### src/rtl/signal_head_monitor.sv
// signal_head_monitor: registered lamp decoder and latched safety monitor for two signal heads
// Ports: CLK/reset (sync, active-high); L_A/L_B 3-bit light codes in;
//        LAMP_A/LAMP_B 5-bit lamp drive {red,yellow,green,left,right};
//        ERR latched fault; FAULT_CODE first fault (0 invalid,1 conflict,2 short yellow,3 mixed flash)
module signal_head_monitor #(
    parameter int BLINK_HALF = 4,
    parameter int MIN_YELLOW = 3
) (
    input  logic       CLK,
    input  logic       reset,
    input  logic [2:0] L_A,
    input  logic [2:0] L_B,
    output logic [4:0] LAMP_A,
    output logic [4:0] LAMP_B,
    output logic       ERR,
    output logic [1:0] FAULT_CODE
);
    logic [2:0] r_prev_a, r_prev_b, r_ycnt_a, r_ycnt_b;
    logic [3:0] r_cnt, w_cnt;
    logic       r_phase, r_act, w_phase, w_wrap;
    logic       w_f0, w_f1, w_f2, w_f3, w_fault, w_err, w_act, w_start;
    logic [1:0] w_code;

    function automatic logic is_flash(input logic [2:0] c);
        return c == 3'b000 || c == 3'b111;
    endfunction

    function automatic logic [4:0] lamp(input logic [2:0] c, input logic ph);
        return c == 3'b000 ? {1'b0, ph, 3'b000} :
               c == 3'b111 ? {ph, 4'b0000} :
               c == 3'b010 ? 5'b00001 :
               c == 3'b100 ? 5'b01000 :
               c == 3'b101 ? 5'b00010 :
               c == 3'b110 ? 5'b00100 : 5'b10000;
    endfunction

    always_comb begin
        w_f0 = L_A == 3'b001 || L_B == 3'b001;
        w_f1 = (L_A == 3'b110 && (L_B == 3'b110 || L_B == 3'b101)) ||
               (L_B == 3'b110 && L_A == 3'b101) || (L_A == 3'b101 && L_B == 3'b101);
        // leaving yellow early is a fault unless the head drops into flash
        w_f2 = (r_prev_a == 3'b100 && L_A != 3'b100 && !is_flash(L_A) && r_ycnt_a < 3'(MIN_YELLOW)) ||
               (r_prev_b == 3'b100 && L_B != 3'b100 && !is_flash(L_B) && r_ycnt_b < 3'(MIN_YELLOW));
        w_f3 = is_flash(L_A) ^ is_flash(L_B);
        w_fault = w_f0 | w_f1 | w_f2 | w_f3;
        w_code = w_f0 ? 2'd0 : w_f1 ? 2'd1 : w_f2 ? 2'd2 : 2'd3;
        w_err = ERR | w_fault;
        // a latched fault keeps the blinker running, so it counts as an episode
        w_act = is_flash(L_A) | is_flash(L_B) | w_err;
        w_start = w_act & ~r_act;
        w_cnt = w_start ? 4'd0 : r_cnt;
        w_phase = w_start ? 1'b1 : r_phase;
        w_wrap = w_cnt == 4'(BLINK_HALF - 1);
    end

    always_ff @(posedge CLK) begin
        if (reset) begin
            r_prev_a   <= 3'b011;
            r_prev_b   <= 3'b011;
            r_ycnt_a   <= '0;
            r_ycnt_b   <= '0;
            r_cnt      <= '0;
            r_phase    <= 1'b1;
            r_act      <= 1'b0;
            ERR        <= 1'b0;
            FAULT_CODE <= '0;
            LAMP_A     <= '0;
            LAMP_B     <= '0;
        end else begin
            r_prev_a <= L_A;
            r_prev_b <= L_B;
            r_ycnt_a <= L_A != 3'b100 ? 3'd0 : r_ycnt_a == 3'd7 ? 3'd7 : r_ycnt_a + 3'd1;
            r_ycnt_b <= L_B != 3'b100 ? 3'd0 : r_ycnt_b == 3'd7 ? 3'd7 : r_ycnt_b + 3'd1;
            r_act    <= w_act;
            r_cnt    <= !w_act || w_wrap ? 4'd0 : w_cnt + 4'd1;
            r_phase  <= !w_act ? 1'b1 : w_wrap ? ~w_phase : w_phase;
            ERR      <= w_err;
            if (!ERR && w_fault)
                FAULT_CODE <= w_code;
            LAMP_A   <= w_err ? {w_phase, 4'b0000} : lamp(L_A, w_phase);
            LAMP_B   <= w_err ? {w_phase, 4'b0000} : lamp(L_B, w_phase);
        end
    end
endmodule

### config.mk
export PLATFORM = sky130hd
export DESIGN_NAME = signal_head_monitor
export DESIGN_NICKNAME = d
export VERILOG_FILES = /design/src/rtl/signal_head_monitor.sv
export SDC_FILE = /design/constraint.sdc
export NUM_CORES = 1
export LEC_CHECK = 0
export ABC_CLOCK_PERIOD_IN_PS = 1900
export BUFFER_PORTS_ARGS = -buffer_cell sky130_fd_sc_hd__clkbuf_2
export CELL_PAD_IN_SITES_DETAIL_PLACEMENT = 1
export CELL_PAD_IN_SITES_GLOBAL_PLACEMENT = 1
export CORE_MARGIN = 3
export CORE_UTILIZATION = 37
export CTS_CLUSTER_DIAMETER = 40
export CTS_CLUSTER_SIZE = 12
export DETAILED_ROUTE_END_ITERATION = 7
export PLACE_DENSITY = 0.84
export SKIP_CTS_REPAIR_TIMING = 1
export SYNTH_ARGS = -nofsm -noshare
export SYNTH_HDL_FRONTEND = slang
export SYNTH_SLANG_ARGS = --single-unit
### constraint.sdc
create_clock -name CLK -period 1.9 [get_ports CLK]
set_input_delay 0 -clock CLK [delete_from_list [all_inputs] [get_ports CLK]]
set_output_delay 0 -clock CLK [all_outputs]
set_load 0.02 [all_outputs]
==> results of run 1 <==
power by group through the flow:
| stage | registers, mW | clock network [mW] | logic, mW |
|---|---|---|---|
| final | 0.703 | 0.539 | 0.256 |
| after global routing | 0.707 | 0.571 | 0.275 |
| after CTS | 0.702 | 0.551 | 0.238 |
| after detailed placement | 0.717 | 0 | 0.234 |
| after global placement | 0.713 | 0 | 0.223 |
| after floorplan | 0.731 | 0 | 0.130 |
tightest hold or removal path, stage by stage:
cell and delay, ns:
clkbuf_2 0.15, nand2_1 0.10, nor3_1 0.05
flip-flops by register name (all words and copies together) (netlist names):
name	cells
r_prev_b	3
r_phase	1
r_cnt	4
r_act	1
LAMP_B	5
r_ycnt_b	3
LAMP_A	5
FAULT_CODE	2
ERR	1
r_ycnt_a	3
r_prev_a	3
path summary, 6_finish.rpt:
check,start,end,slack [ns],depth (start not counted)
min,L_A[1],LAMP_A[2],-0.01,3
max,r_prev_a[1],r_cnt[2],-0.24,8
max reg2reg,r_prev_a[1],r_cnt[2],-0.24,8
min reg2reg,r_ycnt_b[0],r_ycnt_b[0],0.49,1
layer usage:
layer,global-route usage,up-vias,wire (um)
li1,-,585,-
met1,0.195,590,1560
met2,0.314,31,2020
met3,0.0408,8,147
met4,0.0803,0,59
met5,0,-,0
logic make-up after synthesis:
group,count (synthesis),share of synthesized area
DFF,31,0.468
buffers and inverters,11,0.0397
and+or+nand+nor,63,0.251
xor gates and xnor gates,2,0.0132
AOI/OAI and AO/OA,30,0.182
muxes,1,0.00755
adders and majority gates,4,0.0378
synthesized netlist by cell type (all sizes together):
master	count
nor3b	1
o221a	1
o311ai	1
buf	4
mux2i	1
o311a	3
xnor2	2
nand3	4
a21oi	12
o31ai	1
nand2	16
nor4	4
nor2	11
a22o	1
a21boi	3
nand4b	1
or2	3
nand3b	2
nand4	2
nor3	4
inv	5
a21o	1
o22a	1
nor2b	3
dfxtp	31
nand2b	4
and3	6
ha	4
o21bai	1
a31oi	2
nor4b	1
o21ai	3
clkbuf	2
or4b	1
cell usage in the layout, fill, tap and decap left out, types with 2 or more instances in the layout:
cell type / n
buf_4: 15
dlygate4sd3_1: 5
o21ai_0: 2
clkbuf_4: 5
a31oi_4: 2
clkbuf_2: 20
or2_2: 3
nor3_1: 4
dfxtp_1: 31
ha_1: 3
nand4_1: 2
nand2b_1: 4
a21oi_1: 12
a21boi_0: 2
nor2_1: 11
nand3_1: 4
nor2b_1: 3
nand3b_1: 2
and3_1: 6
nand2_1: 15
inv_1: 5
o311a_1: 2
xnor2_1: 2
nor4_1: 4
layout make-up:
class,instances,area (um^2),area share
Inverter,5,18.8,0.0110
Clock buffer,6,51.3,0.0300
Sequential cell,31,621,0.363
Multi-Input combinational cell,100,664,0.388
Tap cell,46,57.6,0.0337
Clock inverter,2,35.0,0.0205
Timing Repair Buffer,40,263,0.154
per-stage QoR:
| step | total power, mW | worst slack (ns) | util | setup TNS (ns) | area [um^2] |
|---|---|---|---|---|---|
| 3_5_place_dp | 0.951 | -0.180 | 0.459 | -0.412 | 1560 |
| 6_report | 1.50 | -0.241 | 0.505 | -0.604 | 1710 |
| 2_1_floorplan | 0.861 | -0.110 | - | -0.179 | 1330 |
| 3_3_place_gp | 0.937 | -0.0927 | 0.459 | -0.123 | 1560 |
| 4_1_cts | 1.49 | -0.231 | 0.485 | -0.534 | 1640 |
| 5_1_grt | 1.55 | -0.309 | 0.505 | -0.841 | 1710 |
==> flow_metrics.env, run 1 <==
export IMPL_final_nets=195
export IMPL_synth_top_area_frac=0.468
export IMPL_vias_per_cell=5.28
export IMPL_cts_buffer_depth=2
export IMPL_synthCells=142
export IMPL_clkPwrFrac=0.360
export IMPL_fmax_mhz=467
export IMPL_critPathRequiredTime_ns=2.13
export IMPL_cts_buffers_inserted=5
export IMPL_power_density_nw_per_um2=876
export IMPL_overflow=0
export IMPL_htreeDepth=2
export IMPL_fillers=409
export IMPL_num_antenna_cells=0
export IMPL_setup_viol=4
export IMPL_final_hold_viol_count=2
export IMPL_drtPass1Iterations=4
export IMPL_core_area_um2=3390
export IMPL_io_pins=21
export IMPL_pwr_share_comb=0.171
export IMPL_p_leak_nw=0.747
export IMPL_clk_latency_ns=0.34
export IMPL_fin_ws_ns=-0.241
export IMPL_ir_drop_mv=0.316
export IMPL_ys_seq_area_frac=0.468
export IMPL_synth_distinct_cells=36
export IMPL_critPathBufInv=0
export IMPL_rows=21
export IMPL_tightest_slew_ns=0.347
export IMPL_whs_ns=-0.0123
export IMPL_dieArea_um2=4330
export IMPL_synthTopCellsByArea="dfxtp_1, a21oi_1, nand2_1"
export IMPL_relSlewSlack=0.768
export IMPL_p_sw_frac=0.264
export IMPL_critPathMaxStageDelay_ns=0.55
export IMPL_grt_pass1_wl_mm=5.78
export IMPL_die_width_um=65.8
export IMPL_hp_class="input port to flip-flop"
export IMPL_first_iter_violations=56
export IMPL_startpoint_type="flip-flop"
export IMPL_syn_cell_area_um2=1330
export IMPL_placed_cells=216
export IMPL_clk_transition_reported_paths_ns=0.10
export IMPL_instances_no_fill=230
export IMPL_worstPathArrival_ns=2.37
export IMPL_endpoint_kind="flip-flop"
export IMPL_drc=0
export IMPL_synth_ff_latch_count=31
export IMPL_p_seq_frac=0.469
export IMPL_path_class="flip-flop to flip-flop"
export IMPL_status="complete, but fails checks"
export IMPL_slew_violations=0
export IMPL_period_needed_ns=2.14
export IMPL_violations="hold timing, setup timing"
export IMPL_power_switching_mw=0.395
export IMPL_yosys_warnings=0
export IMPL_gp_congestion=0.831
export IMPL_yosys_area_top_type="dfxtp_1"
export IMPL_routed_wl_mm=3.79
export IMPL_grt_max_degree=15
export IMPL_crit_fanout=5
export IMPL_crit_chain="or4b_4 -> o311a_4 -> a31oi_4 -> nor2b_1 -> ha_2 -> nand2_2 -> mux2i_1 -> and3_1"
export IMPL_drive_above_1_share=0.293
export IMPL_worst_path_max_delay_cell="or4b_4"
export IMPL_antenna_found_initial=0
export IMPL_wire_per_inst_um=16.5
export IMPL_period_share=1.13
export IMPL_start_util=0.391
export IMPL_grt_pass1_vias=1249
export IMPL_die_y_um=65.8
export IMPL_post_synth_cell_area_avg_um2=9.33
export IMPL_numPortBuffers=20
export IMPL_clock_sinks=31
export IMPL_finalClockSkew_ns=0.0116
export IMPL_antenna_left=0
export IMPL_maxCapViolCount=0
export IMPL_rsz0062_at_grt="true"
export IMPL_hpwl_mm=2.63
export IMPL_cts_tree="built"
export IMPL_internal_power_mw=1.10
export IMPL_critPathTopFamily="simple AND/OR/NAND/NOR gates"
export IMPL_num_vias=1214
export IMPL_syn_nets=154
export IMPL_clock_root_buffer="clkbuf_4"
export IMPL_track_usage=0.176
export IMPL_syn2layout_area_growth_pct=29.1
No activity file was read; power rests on OpenSTA's default activity.
==> inputs of run 2 (changes only) <==
--- a/config.mk
+++ b/config.mk
@@ -5,16 +5,16 @@
 export SDC_FILE = /design/constraint.sdc
 export NUM_CORES = 1
 export LEC_CHECK = 0
-export ABC_CLOCK_PERIOD_IN_PS = 1900
+export ABC_CLOCK_PERIOD_IN_PS = 2250
 export BUFFER_PORTS_ARGS = -buffer_cell sky130_fd_sc_hd__clkbuf_2
 export CELL_PAD_IN_SITES_DETAIL_PLACEMENT = 1
 export CELL_PAD_IN_SITES_GLOBAL_PLACEMENT = 1
 export CORE_MARGIN = 3
-export CORE_UTILIZATION = 37
+export CORE_UTILIZATION = 41
 export CTS_CLUSTER_DIAMETER = 40
 export CTS_CLUSTER_SIZE = 12
 export DETAILED_ROUTE_END_ITERATION = 7
-export PLACE_DENSITY = 0.84
+export PLACE_DENSITY = 0.87
 export SKIP_CTS_REPAIR_TIMING = 1
 export SYNTH_ARGS = -nofsm -noshare
 export SYNTH_HDL_FRONTEND = slang
==> constraint.sdc (replaced) <==
create_clock -name CLK -period 2.25 [get_ports CLK]
set_input_delay 0 -clock CLK [delete_from_list [all_inputs] [get_ports CLK]]
set_output_delay 0 -clock CLK [all_outputs]
set_load 0.02 [all_outputs]
==> run 2 against run 1 <==
  * The run now ends clean
  * Total power shrank 24%
  * First-iteration DRC count shrank 20%
  * Critical path depth is the same
  * Flip-flop and latch count is the same
==> flow_metrics.env, run 2 (same netlist as run 1, synthesis figures left out) <==
export IMPL_io_pins=21
export IMPL_endpoint_kind="flip-flop"
export IMPL_power_switching_mw=0.319
export IMPL_vias_per_cell=5.48
export IMPL_p_seq_frac=0.518
export IMPL_worst_path_max_delay_cell="or4b_4"
export IMPL_syn2layout_area_growth_pct=17.9
export IMPL_period_needed_ns=2.12
export IMPL_internal_power_mw=0.825
export IMPL_finalClockSkew_ns=0.00989
export IMPL_final_nets=180
export IMPL_regArea_um2=621
export IMPL_first_iter_violations=45
export IMPL_cts_tree="built"
export IMPL_rsz0062_at_grt="false"
export IMPL_die_width_um=62.9
export IMPL_p_sw_frac=0.279
export IMPL_slew_violations=0
export IMPL_fillers=369
export IMPL_die_y_um=62.9
export IMPL_rows=20
export IMPL_reg_top3="LAMP_A (5), LAMP_B (5), r_cnt (4)"
export IMPL_grt_pass1_vias=1204
export IMPL_critPathMaxStageDelay_ns=0.55
export IMPL_core_area_um2=3080
export IMPL_ir_drop_mv=0.316
export IMPL_pwr_share_comb=0.155
export IMPL_p_leak_nw=0.661
export IMPL_hp_class="input port to flip-flop"
export IMPL_routed_wl_mm=3.30
export IMPL_relSlewSlack=0.680
export IMPL_clock_sinks=31
export IMPL_grt_pass1_wl_mm=5.52
export IMPL_num_vias=1167
export IMPL_wire_per_inst_um=15.5
export IMPL_clkPwrFrac=0.327
export IMPL_clock_root_buffer="clkbuf_4"
export IMPL_track_usage=0.178
export IMPL_fin_tns_setup_ns=0
export IMPL_gp_congestion=0.801
export IMPL_tightest_slew_ns=0.472
export IMPL_period_share=0.941
export IMPL_final_hold_viol_count=0
export IMPL_fmax_mhz=472
export IMPL_final_common_cell="dfxtp_1"
export IMPL_power_density_nw_per_um2=732
export IMPL_multiInputGateArea_um2=654
export IMPL_worstPathArrival_ns=2.35
export IMPL_clk_transition_reported_paths_ns=0.10
export IMPL_status="finished, final reports clean"
export IMPL_maxCapViolCount=0
export IMPL_antenna_found_initial=0
export IMPL_numPortBuffers=20
export IMPL_cts_buffer_depth=2
export IMPL_htreeDepth=2
export IMPL_drc=0
export IMPL_placed_cells=202
export IMPL_drtPass1Iterations=5
export IMPL_start_util=0.430
export IMPL_dieArea_um2=3950
export IMPL_num_antenna_cells=0
export IMPL_critPathRequiredTime_ns=2.48
export IMPL_overflow=0
export IMPL_instances_no_fill=213
export IMPL_crit_fanout=6
export IMPL_setup_viol=0
export IMPL_crit_chain="or4b_4 -> o311a_4 -> a31oi_4 -> nor2b_1 -> ha_2 -> nand2_1 -> mux2i_1 -> and3_1"
export IMPL_clk_latency_ns=0.34
export IMPL_startpoint_type="flip-flop"
export IMPL_path_class="flip-flop to flip-flop"
export IMPL_drive_above_1_share=0.225
export IMPL_hpwl_mm=2.43
export IMPL_cts_buffers_inserted=5
export IMPL_final_cell_mix="dfxtp_1, clkbuf_2, nand2_1"
export IMPL_grt_max_degree=15
export IMPL_antenna_left=0
## run 2: metrics by stage
step	setup WS (ns)	cell area, um^2	hold WS, ns	power, mW	util
final	0.133	1560	0.00402	1.14	0.508
after global routing	0.0557	1560	0.00265	1.21	0.508
after CTS	0.0557	1530	-0.0303	1.15	0.497
after detailed placement	0.0672	1460	0.331	0.775	0.475
after global placement	0.138	1460	0.312	0.765	0.475
after floorplan	0.198	1330	0.0735	0.726	-
## run 2: layout make-up
type,instances,share of cell area
flip-flops and latches,31,0.397
inverters,5,0.0120
repair buffers,25,0.0929
well taps,44,0.0352
clock buffers,8,0.0440
multi-input cells,100,0.419
## run 2: path summary, 6_finish.rpt
check                    from          end  slack (ns)  cells after the start
setup / recovery  r_prev_a[1]     r_cnt[2]        0.13                      8
hold reg to reg   r_ycnt_a[0]  r_ycnt_a[0]        0.49                      1
setup reg to reg  r_prev_a[1]     r_cnt[2]        0.13                      8
hold / removal         L_B[0]    LAMP_B[4]       0.004                      3
## run 2: power by group through the flow
| stage | clock network [mW] | registers (mW) | logic [mW] |
|---|---|---|---|
| 2_1_floorplan | 0 | 0.617 | 0.110 |
| 4_1_cts | 0.385 | 0.592 | 0.173 |
| 6_report | 0.374 | 0.593 | 0.177 |
| 5_1_grt | 0.421 | 0.596 | 0.192 |
| 3_5_place_dp | 0 | 0.605 | 0.170 |
| 3_3_place_gp | 0 | 0.603 | 0.163 |
## run 2: metal layers
metal | vias to the layer above | part of all wire | global-route usage
li1 | 559 | - | -
met1 | 573 | 0.42 | 0.201
met2 | 27 | 0.51 | 0.306
met3 | 8 | 0.042 | 0.0594
met4 | 0 | 0.025 | 0.0716
met5 | - | 0 | 0
## run 2: worst max-delay path, delay by kind of cell (launching register included)
kind                     cells  cell delay [ns]
AND/OR/NAND/NOR              4             0.86
AO/OA/AOI/OAI                2             0.57
flip-flops                   1             0.31
adder cells (fa/ha/maj)      1             0.22
multiplexers                 1             0.05
==> inputs of run 3 (changes only) <==
--- a/config.mk
+++ b/config.mk
@@ -5,11 +5,11 @@
 export SDC_FILE = /design/constraint.sdc
 export NUM_CORES = 1
 export LEC_CHECK = 0
-export ABC_CLOCK_PERIOD_IN_PS = 2250
+export ABC_CLOCK_PERIOD_IN_PS = 2370
 export BUFFER_PORTS_ARGS = -buffer_cell sky130_fd_sc_hd__clkbuf_2
 export CELL_PAD_IN_SITES_DETAIL_PLACEMENT = 1
 export CELL_PAD_IN_SITES_GLOBAL_PLACEMENT = 1
-export CORE_MARGIN = 3
+export CORE_MARGIN = 1
 export CORE_UTILIZATION = 41
 export CTS_CLUSTER_DIAMETER = 40
 export CTS_CLUSTER_SIZE = 12
==> constraint.sdc (replaced) <==
create_clock -name CLK -period 2.37 [get_ports CLK]
set_input_delay 0 -clock CLK [delete_from_list [all_inputs] [get_ports CLK]]
set_output_delay 0 -clock CLK [all_outputs]
set_load 0.02 [all_outputs]
==> run 3 against run 2 <==
  * The run now ends with hold timing left
  * Flip-flop and latch count stayed put
  * Clock-buffer cell count down 2
  * Clock power fell by 17%
  * Maximum frequency shrank 5.2%
  * Largest power group unchanged
  * Highest routed layer unchanged
  * Clock skew is 0.0065 ns higher
  * Combinational power is 9% lower
  * Sequential share of layout area rose by 1.3 points
  * Register-to-register slack about the same
  * Total power decreased by 9.7%
  * Critical path type unchanged
  * Design area decreased by 3.2%
  * Critical endpoint unchanged
  * Sequential power decreased by 5.2%
==> flow_metrics.env, run 3 (same netlist as run 1, synthesis figures left out) <==
export IMPL_finalClockSkew_ns=0.0164
export IMPL_p_leak_nw=0.641
export IMPL_hpwl_mm=2.38
export IMPL_die_y_um=58.9
export IMPL_dieArea_um2=3460
export IMPL_cts_buffers_inserted=5
export IMPL_wire_per_inst_um=14.9
export IMPL_placed_cells=200
export IMPL_num_vias=1113
export IMPL_vias_per_cell=5.35
export IMPL_fin_util=0.495
export IMPL_whs_ns=-0.00514
export IMPL_ir_drop_mv=0.333
export IMPL_instances_no_fill=208
export IMPL_detailedPlace_worstSlack_ns=0.165
export IMPL_crit_cells=8
export IMPL_fin_tns_setup_ns=0
export IMPL_hp_class="input port to flip-flop"
export IMPL_routed_wl_mm=3.10
export IMPL_clk_latency_ns=0.33
export IMPL_startpoint_type="flip-flop"
export IMPL_fillers=387
export IMPL_placed_cell_area_um2=1450
export IMPL_crit_start="r_prev_a[1]"
export IMPL_io_pins=21
export IMPL_r2r_end="r_cnt[2]"
export IMPL_period_share=0.942
export IMPL_cts_buffer_depth=2
export IMPL_critPathTopFamily="simple AND/OR/NAND/NOR gates"
export IMPL_grt_pass1_wl_mm=5.11
export IMPL_holdPathEnd="r_prev_a[0]"
export IMPL_numPortBuffers=20
export IMPL_whs_path_depth=2
export IMPL_fmax_mhz=448
export IMPL_antenna_left=0
export IMPL_overflow=0
export IMPL_power_density_nw_per_um2=683
export IMPL_r2r_setup_slack_ns=0.14
export IMPL_endpoint_kind="flip-flop"
export IMPL_hp_start="L_A[0]"
export IMPL_track_usage=0.203
export IMPL_grt_pass1_vias=1140
export IMPL_period_needed_ns=2.23
export IMPL_maxCapViolCount=0
export IMPL_drtPass1Iterations=4
export IMPL_drc=0
export IMPL_path_class="flip-flop to flip-flop"
export IMPL_critPathMaxStageDelay_ns=0.56
export IMPL_syn2layout_area_growth_pct=14.2
export IMPL_crit_fanout=6
export IMPL_core_area_um2=3050
export IMPL_htreeDepth=2
export IMPL_fin_ws_ns=0.137
export IMPL_final_hold_viol_count=2
export IMPL_final_common_cell="dfxtp_1"
export IMPL_clock_sinks=31
export IMPL_worst_path_max_delay_cell="or4b_4"
export IMPL_final_area_um2=1510
export IMPL_tightest_slew_ns=0.452
export IMPL_final_nets=176
export IMPL_violations="hold timing"
export IMPL_crit_chain="or4b_4 -> o311a_4 -> a31oi_4 -> nor2b_1 -> ha_1 -> nand2_1 -> mux2i_1 -> and3_1"
export IMPL_clock_root_buffer="clkbuf_4"
export IMPL_num_antenna_cells=0
export IMPL_cts_tree="built"
export IMPL_first_iter_violations=31
export IMPL_rr_startpoint="r_prev_a[1]"
export IMPL_gp_congestion=0.787
export IMPL_slew_violations=0
export IMPL_worstPathArrival_ns=2.45
export IMPL_antenna_found_initial=0
export IMPL_die_width_um=58.9
export IMPL_rsz0062_at_grt="false"
export IMPL_final_cell_mix="dfxtp_1, clkbuf_2, nand2_1"
export IMPL_status="complete, but fails checks"
export IMPL_relSlewSlack=0.694
export IMPL_rr_worst_depth=8
export IMPL_start_util=0.434
export IMPL_rows=20
export IMPL_setup_viol=0
export IMPL_p_total_mw=1.03
export IMPL_drive_above_1_share=0.213
export IMPL_clk_transition_reported_paths_ns=0.10
export IMPL_critPathRequiredTime_ns=2.59
export IMPL_critPathBufInv=0
export IMPL_grt_max_degree=15
export IMPL_reg_top3="LAMP_A (5), LAMP_B (5), r_cnt (4)"
## run 3: where the power goes
group | switching (mW) | internal [mW]
Combinational | 0.102 | 0.0587
Clock | 0.173 | 0.137
Sequential | 0.0166 | 0.546
## run 3: worst max-delay path by stage
stage | endpoint | slack [ns]
after floorplan | r_cnt[2] | 0.32
after global placement | r_cnt[2] | 0.26
after detailed placement | r_cnt[2] | 0.17
after CTS | r_cnt[2] | 0.14
after global routing | r_cnt[2] | 0.06
final | r_cnt[2] | 0.14
## run 3: area by class of cell
type,count,area (um^2),share of cell area
clock buffer,6,51.3,0.0339
clock inverter,1,5.00,0.00331
inverter,5,18.8,0.0124
multi-input combinational,100,652,0.431
sequential,31,621,0.410
tap,44,55.1,0.0364
timing repair buffer,21,110,0.0728
## run 3: worst reg2reg max path, delay by kind of cell, from the launching register on
kind            cells  cell delay (ns)
fa+ha+maj           1             0.25
flops               1             0.31
mux                 1             0.07
compound gates      2             0.59
simple gates        4             0.90
## run 3: per-layer routing
| metal | track usage | part of all wire | up-vias |
|---|---|---|---|
| met3 | 0.0593 | 0.030 | 11 |
| met1 | 0.215 | 0.42 | 537 |
| met2 | 0.367 | 0.52 | 20 |
| li1 | - | - | 545 |
| met5 | 0 | 0 | - |
| met4 | 0.0952 | 0.030 | 0 |
